[src/rtl/fetch_buffer.sv]
// Instruction prefetch stage: owns the fetch PC, issues one outstanding memory
// request at a time and queues fetched {pc, inst} pairs for decode.
module fetch_buffer #(
    parameter int          DEPTH    = 4,
    parameter logic [15:0] RESET_PC = 16'h0000
) (
    input  logic                   clk,
    input  logic                   rst_n,
    output logic                   mem_req,
    output logic [15:0]            mem_addr,
    input  logic                   mem_ready,
    input  logic [15:0]            mem_data,
    output logic                   out_valid,
    output logic [15:0]            out_inst,
    output logic [15:0]            out_pc,
    input  logic                   out_ready,
    input  logic                   redirect,
    input  logic [15:0]            redirect_pc,
    input  logic                   stop,
    output logic [$clog2(DEPTH):0] count
);

    localparam int PW = $clog2(DEPTH);
    localparam int CW = PW + 1;

    typedef enum logic [1:0] {IDLE, REQ, WAIT, DROP} state_t;

    state_t         state_q;
    logic [15:0]    fetch_pc_q, fetch_pc_d;
    logic [PW-1:0]  wr_q, wr_d;
    logic [PW-1:0]  rd_q, rd_d;
    logic [CW-1:0]  count_q, count_d;
    logic [15:0]    slot_pc_q   [DEPTH];
    logic [15:0]    slot_inst_q [DEPTH];

    logic           push;
    logic           pop;
    logic [CW-1:0]  cnt_pp;
    logic           issue_idle;
    logic           issue_wait;

    assign mem_req   = (state_q == REQ);
    assign mem_addr  = fetch_pc_q;
    assign out_valid = (count_q != '0);
    assign out_pc    = slot_pc_q[rd_q];
    assign out_inst  = slot_inst_q[rd_q];
    assign count     = count_q;

    assign push   = (state_q == WAIT) && mem_ready && !redirect;
    assign pop    = out_valid && out_ready;
    assign cnt_pp = count_q - CW'(pop);

    // Room is reserved when the request is issued, so the response can always be pushed.
    assign issue_idle = !stop && (cnt_pp < CW'(DEPTH));
    assign issue_wait = !stop && (cnt_pp < CW'(DEPTH - 1));

    always_comb begin
        fetch_pc_d = fetch_pc_q;
        wr_d       = wr_q;
        rd_d       = rd_q;
        count_d    = count_q;
        if (redirect) begin
            fetch_pc_d = redirect_pc;
            wr_d       = '0;
            rd_d       = '0;
            count_d    = '0;
        end else begin
            if (push) begin
                wr_d       = wr_q + PW'(1);
                fetch_pc_d = fetch_pc_q + 16'd1;
            end
            if (pop) begin
                rd_d = rd_q + PW'(1);
            end
            count_d = count_q + CW'(push) - CW'(pop);
        end
    end

    always_ff @(posedge clk) begin
        if (!rst_n) begin
            fetch_pc_q <= RESET_PC;
            wr_q       <= '0;
            rd_q       <= '0;
            count_q    <= '0;
        end else begin
            fetch_pc_q <= fetch_pc_d;
            wr_q       <= wr_d;
            rd_q       <= rd_d;
            count_q    <= count_d;
        end
    end

    always_ff @(posedge clk) begin
        if (!rst_n) begin
            for (int i = 0; i < DEPTH; i++) begin
                slot_pc_q[i]   <= '0;
                slot_inst_q[i] <= '0;
            end
        end else if (push) begin
            slot_pc_q[wr_q]   <= fetch_pc_q;
            slot_inst_q[wr_q] <= mem_data;
        end
    end

    always_ff @(posedge clk) begin
        if (!rst_n) begin
            state_q <= IDLE;
        end else if (redirect) begin
            // Any request still in flight must be drained in DROP before refetching;
            // a response landing in DROP alongside a new redirect settles the debt.
            case (state_q)
                IDLE:    state_q <= IDLE;
                REQ:     state_q <= DROP;
                WAIT:    state_q <= mem_ready ? IDLE : DROP;
                DROP:    state_q <= mem_ready ? IDLE : DROP;
                default: state_q <= IDLE;
            endcase
        end else begin
            case (state_q)
                IDLE:    state_q <= issue_idle ? REQ : IDLE;
                REQ:     state_q <= WAIT;
                WAIT: begin
                    if (mem_ready) begin
                        state_q <= issue_wait ? REQ : IDLE;
                    end
                end
                DROP: begin
                    if (mem_ready) begin
                        state_q <= IDLE;
                    end
                end
                default: state_q <= IDLE;
            endcase
        end
    end

endmodule

[config.mk]
export PLATFORM = sky130hd
export DESIGN_NAME = fetch_buffer
export DESIGN_NICKNAME = d
export VERILOG_FILES = /design/src/rtl/fetch_buffer.sv
export SDC_FILE = /design/constraint.sdc
export NUM_CORES = 1
export LEC_CHECK = 0
export CAP_MARGIN = 15
export CORE_ASPECT_RATIO = 0.7
export CORE_MARGIN = 1.5
export CORE_UTILIZATION = 46
export CTS_BUF_LIST = sky130_fd_sc_hd__clkbuf_4
export DETAILED_ROUTE_END_ITERATION = 12
export DONT_BUFFER_PORTS = 1
export GPL_TIMING_DRIVEN = 0
export SYNTH_ARGS = -nofsm -noshare
export SYNTH_HDL_FRONTEND = slang
export SYNTH_SLANG_ARGS = --single-unit
[constraint.sdc]
create_clock -name clk -period 3.3 [get_ports clk]
set_input_delay 0.33 -clock clk [delete_from_list [all_inputs] [get_ports clk]]
set_output_delay 0.33 -clock clk [all_outputs]
set_load 0.03 [all_outputs]
### After elaboration in Yosys (flattened, before gate mapping)

Memory sizes are Yosys's and may differ from the RTL's. A register that Yosys moved wholly into a read port is not among the register bits.
Cells that the tools add are included.

| word-level totals | value |
|---|---|
| memory bits (writable) | 128 |
| memories kept | 2 |
| register bits | 25 |
| input bits | 38 |

| operators by class | value |
|---|---|
| equality and inequality tests | 5 |
| reduce and logical (&&, ||, !) cells | 15 |
| multiplexer cells | 24 |
| magnitude comparators | 2 |
| bitwise gates (word level) | 1 |
| $add $sub $neg | 6 |

Memories:

| memory | words | bits a word | read ports | clocked after memory_dff | wr ports | RTL line | RTL |
|---|---|---|---|---|---|---|---|
| slot_inst_q | 4 | 16 | 1 | 1 | 4 | 34 | `logic [15:0] slot_inst_q [DEPTH];` |
| slot_pc_q | 4 | 16 | 1 | 1 | 4 | 33 | `logic [15:0] slot_pc_q [DEPTH];` |

Operators by type and width:

| cell | count |
|---|---|
| $mux 16 | 4 |
| $reduce_or 16->1 | 2 |
| $mux 2 | 10 |
| $add 16x1->16 const B | 1 |
| $mux 1 | 8 |
| $pmux 2 s4 | 1 |
| $ne 3x3->1 const B | 2 |
| $pmux 2 s3 | 1 |
| $sub 3x1->3 | 2 |
| $logic_and 1x1->1 | 5 |
| $add 2x1->2 const B | 2 |
| $eq 2x2->1 const B | 2 |
| $reduce_or 2->1 | 2 |
| $add 3x1->3 | 1 |
| $lt 3x2->1 const B | 1 |
| $lt 3x3->1 const B | 1 |
| $reduce_bool 3->1 | 1 |
| $eq 2x1->1 const B | 1 |
| $logic_not 1->1 | 2 |
| $logic_not 2->1 | 1 |
| $reduce_and 2->1 | 1 |
| $reduce_bool 2->1 | 1 |
| $not 1->1 | 1 |

### Logic depth before layout (Yosys ltp)

| logic depth | value |
|---|---|
| depth after elaboration | 9 |
| gate-level depth with buffers | 12 |
| mapped depth without buffers | 10 |

### Worst setup path before layout

No wires, ideal clock.

| timing | value |
|---|---|
| path kind | register to register |
| start | reg state_q[1] |
| end | mem slot_inst_q[3][0] (enable) |
| setup time | 0.466 ns |
| clock period less this slack | 3.564 ns |
| data required time | 2.834 ns |
| stages on the path, launching flop included | 6 |
| buffers on the path | 2 |
| data arrival time | 3.099 ns |
| setup slack | -0.264 ns |
| path through | dfxtp_1 buf_6 and3b_1 buf_6 nand2_1 o21ai_0 |

RTL lines:

| item | RTL line | RTL |
|---|---|---|
| from (decl) | 28 | `state_t state_q;` |
| from (signal assigned) | 114 | `WAIT: state_q <= mem_ready ? IDLE : DROP;` |
| from (signal assigned) | 115 | `DROP: state_q <= mem_ready ? IDLE : DROP;` |
| from (signal assigned) | 120 | `IDLE: state_q <= issue_idle ? REQ : IDLE;` |
| to (decl) | 34 |  |

==> results by group <==
Timing
  • Slew headroom: 0.481
  • Final setup viols: 0
  • Final Worst Setup Slack: a little over 0.7 ns
  • Final hold violation count: 0
  • Setup Skew: roughly 0.021 ns
  • Max Clk Rate: 385 MHz
  • Fin Setup TNS: 0 ns
  • Final Critical Period: 2.60 ns
  • Unrepaired setup endpoints after global routing: false
  • Tcrit/Tclk final: 0.787
  • Worst Tran Pin Value: 0.778 ns
  • Slew Limit Fails: 0

Setup path
  • Data required time at the worst endpoint: 2.97 ns
  • Arr. time, crit path: 2.27 ns
  • Setup crit end kind: primary output
  • CP Max Fanout: 10
  • Worst setup path class: flop to primary output
  • Startpoint Class: flop

Cells and area
  • Ant diodes: 0
  • Cell area after layout: 7890 µm²
  • Non-filler cells, final: 746
  • Share of cells above drive strength 1: 0.171
  • Net count, final: 582
  • Filler cells: 1,219
  • Synthesis-to-finish area growth: 13.8%

Power and ir drop
  • Power density over cell area: between 400 and 500 nW/µm²
  • Total power: roughly 3.7 mW
  • Lkg Pwr: 2.77 nW
  • Peak supply drop: 0.260 mV

Clocking
  • CTS max path bufs: 2
  • CTS H-Tree Depth: 4
  • Post-CTS Setup Bufs: 0
  • Number of buffers created by CTS: 17
  • Worst-Skew Late Latency: 0.53 ns
  • Num Clock Sinks: 155
  • Clock Pin Slew Worst Setup and Hold Paths: 0.13 ns
  • CTS tree: built
  • Clk root buf: clkbuf_4

Floorplanning
  • Row cnt: 37
  • Initial core utilization: 0.471
  • Die Ht: 106 µm
  • Top Ports: 91
  • Core area: 14,700 µm²
  • DIE AREA: 15,800 µm²
  • Die W: between 100 and 150 µm

Global route
  • Gr ovfl total: 0
  • Vias in the first global route: 4,138
  • Initial antenna violation count: 0
  • Largest net degree at the start of global routing: 23
  • Met2 GRT Util: 0.321
  • Met1 Track Usage GR: 0.292
  • Busiest metal layer after global routing: met2
  • Total Routing Usage GR: 0.207
  • Met3 usage: 0.0524
  • First-pass GRT wire length: 24,100 µm

Placement
  • Placed cell count: a little under 700
  • Area post-placement: 7280 µm²
  • PortBufs: 0
  • Gpl congestion: 0.790
  • Final HPWL DP: 10,100 µm
  • Placement Setup Slack: about 0.72 ns

Outcome
  • Status: finished, final reports clean

Flow run
  • Number of max-cap violations: 0

Synth
  • Post-synthesis sequential area ratio: 0.632
  • Ys flop type: edfxtp_1
  • Yosys warning total: 0
  • Mean post-synth cell area: 14.4 µm²
  • Synth Instances: 482
  • Post-Syn Area: 6930 µm²
  • Share of async-settable or async-resettable flops after synthesis: 0
  • Post-synth EDFFs: 128
  • Mapped Nets: between 500 and 600
  • Synth Register Bits: 155
  • Netlist cell types: between 40 and 50

Drt
  • Final WL: 15,200 µm
  • Vias per std cell: 5.41
  • DRT Pass-1 Iters: 4
  • Initial DRC count: 242
  • Antenna Violating Nets Remaining: 0
  • # DRC: 0
  • Routed wire per std cell: 20.4 µm
  • Via count: 4,033

Worst hold path
  • HP Class: primary input to flop
-- synth_stat cells, types with 3 or more instances --
cell,count,share of area
a21oi_1,12,0.0087
a31oi_1,3,0.0027
and2_1,123,0.11
buf_2,6,0.0043
clkbuf_1,13,0.0070
clkbuf_2,9,0.0065
dfxtp_1,27,0.078
edfxtp_1,128,0.55
ha_1,5,0.0090
inv_1,8,0.0043
mux4_2,32,0.10
nand2_1,13,0.0070
nand2b_1,3,0.0027
nand3_1,5,0.0036
nand4_1,5,0.0045
nor2_1,15,0.0081
nor3_1,4,0.0029
nor4_1,9,0.0081
o21ai_0,16,0.012
xnor2_1,14,0.018
xor2_1,5,0.0063
-- path summary, 6_finish.rpt --
path                                    to  depth (start not counted)  slack, ns               startpoint
max                              out_pc[9]                          3       0.70                     flop
min               mem_addr[8]$_SDFFE_PN0P_                          2       0.06           redirect_pc[8]
max reg2reg  slot_pc_q[0][9]$_SDFFCE_PN0P_                          7       0.74  state_q[0]$_SDFFE_PN0P_
min reg2reg           rd_q[1]$_SDFFE_PP0N_                          2       0.56     rd_q[1]$_SDFFE_PP0N_
-- flip-flops by register name (all words and copies together), names as in the netlist, named ones only --
| signal | cells |
|---|---|
| wr_q | 2 |
| mem_addr | 16 |
| rd_q | 2 |
| count | 3 |
| slot_inst_q | 64 |
| slot_pc_q | 64 |
| state_q | 2 |
-- critical path, cell delays in order (launching register included) --
cell and delay, ns:
dfxtp_1 0.34, clkbuf_1 0.25, buf_2 0.44, mux4_2 0.70
-- final cells by class --
type                            count  area, µm²  area share
Sequential cell                   155       4380       0.556
Timing Repair Buffer               37        418      0.0530
Clock inverter                     12        125      0.0159
Buffer                             31        150      0.0190
Tap cell                          195        244      0.0309
Clock buffer                       20        150      0.0190
Inverter                            9       33.8     0.00428
Multi-Input combinational cell    287       2380       0.302
-- stage by stage --
stage	hold WS, ns	utilization
2_1_floorplan	0.468	-
3_3_place_gp	0.468	0.488
6_report	0.0641	0.536
3_5_place_dp	0.471	0.495
4_1_cts	0.0110	0.536
5_1_grt	0.0232	0.536
-- metal layers --
metal | wire [µm] | share of wire
met4 | 124 | 0.0081
met2 | 7220 | 0.47
met1 | 7080 | 0.46
met3 | 823 | 0.054
met5 | 0 | 0
-- layout by cell type, fill, tap and decap left out, types with 6 or more instances in the layout --
cell,Yosys,routed
dlygate4sd3_1,0,33
buf_2,6,6
nand2_1,13,13
nor2_1,15,15
a21oi_1,12,12
inv_1,8,8
edfxtp_1,128,128
clkbuf_1,13,13
and2_1,123,123
clkbuf_4,0,20
clkbuf_2,9,9
o21ai_0,16,15
dfxtp_1,27,27
xnor2_1,14,14
nor4_1,9,9
mux4_2,32,32
-- power by group --
part | switching (mW) | internal, mW | leakage [nW]
sequential | 0.0790 | 2.18 | 1.54
clock | 0.670 | 0.467 | 0.135
combinational | 0.163 | 0.104 | 1.09
-- logic make-up (layout without fill, tap and decap cells) --
kind of cell | count (synthesis) | in the layout | share of synthesized area
adders and majority gates | 6 | 6 | 0.0119
buffers and inverters | 40 | 109 | 0.0265
muxes | 32 | 32 | 0.104
DFF | 155 | 155 | 0.632
xor gates and xnor gates | 19 | 19 | 0.0240
AOI/OAI and AO/OA | 38 | 38 | 0.0319
and+or+nand+nor | 192 | 192 | 0.169
-- what timing repair did --
action | CTS | global route
hold endpoints to repair | 81 | 0
endpoints found under the setup margin | 0 | 0
resized for setup | 0 | 0
hold buffers | 33 | 0
(Power assumes the default switching activity.)
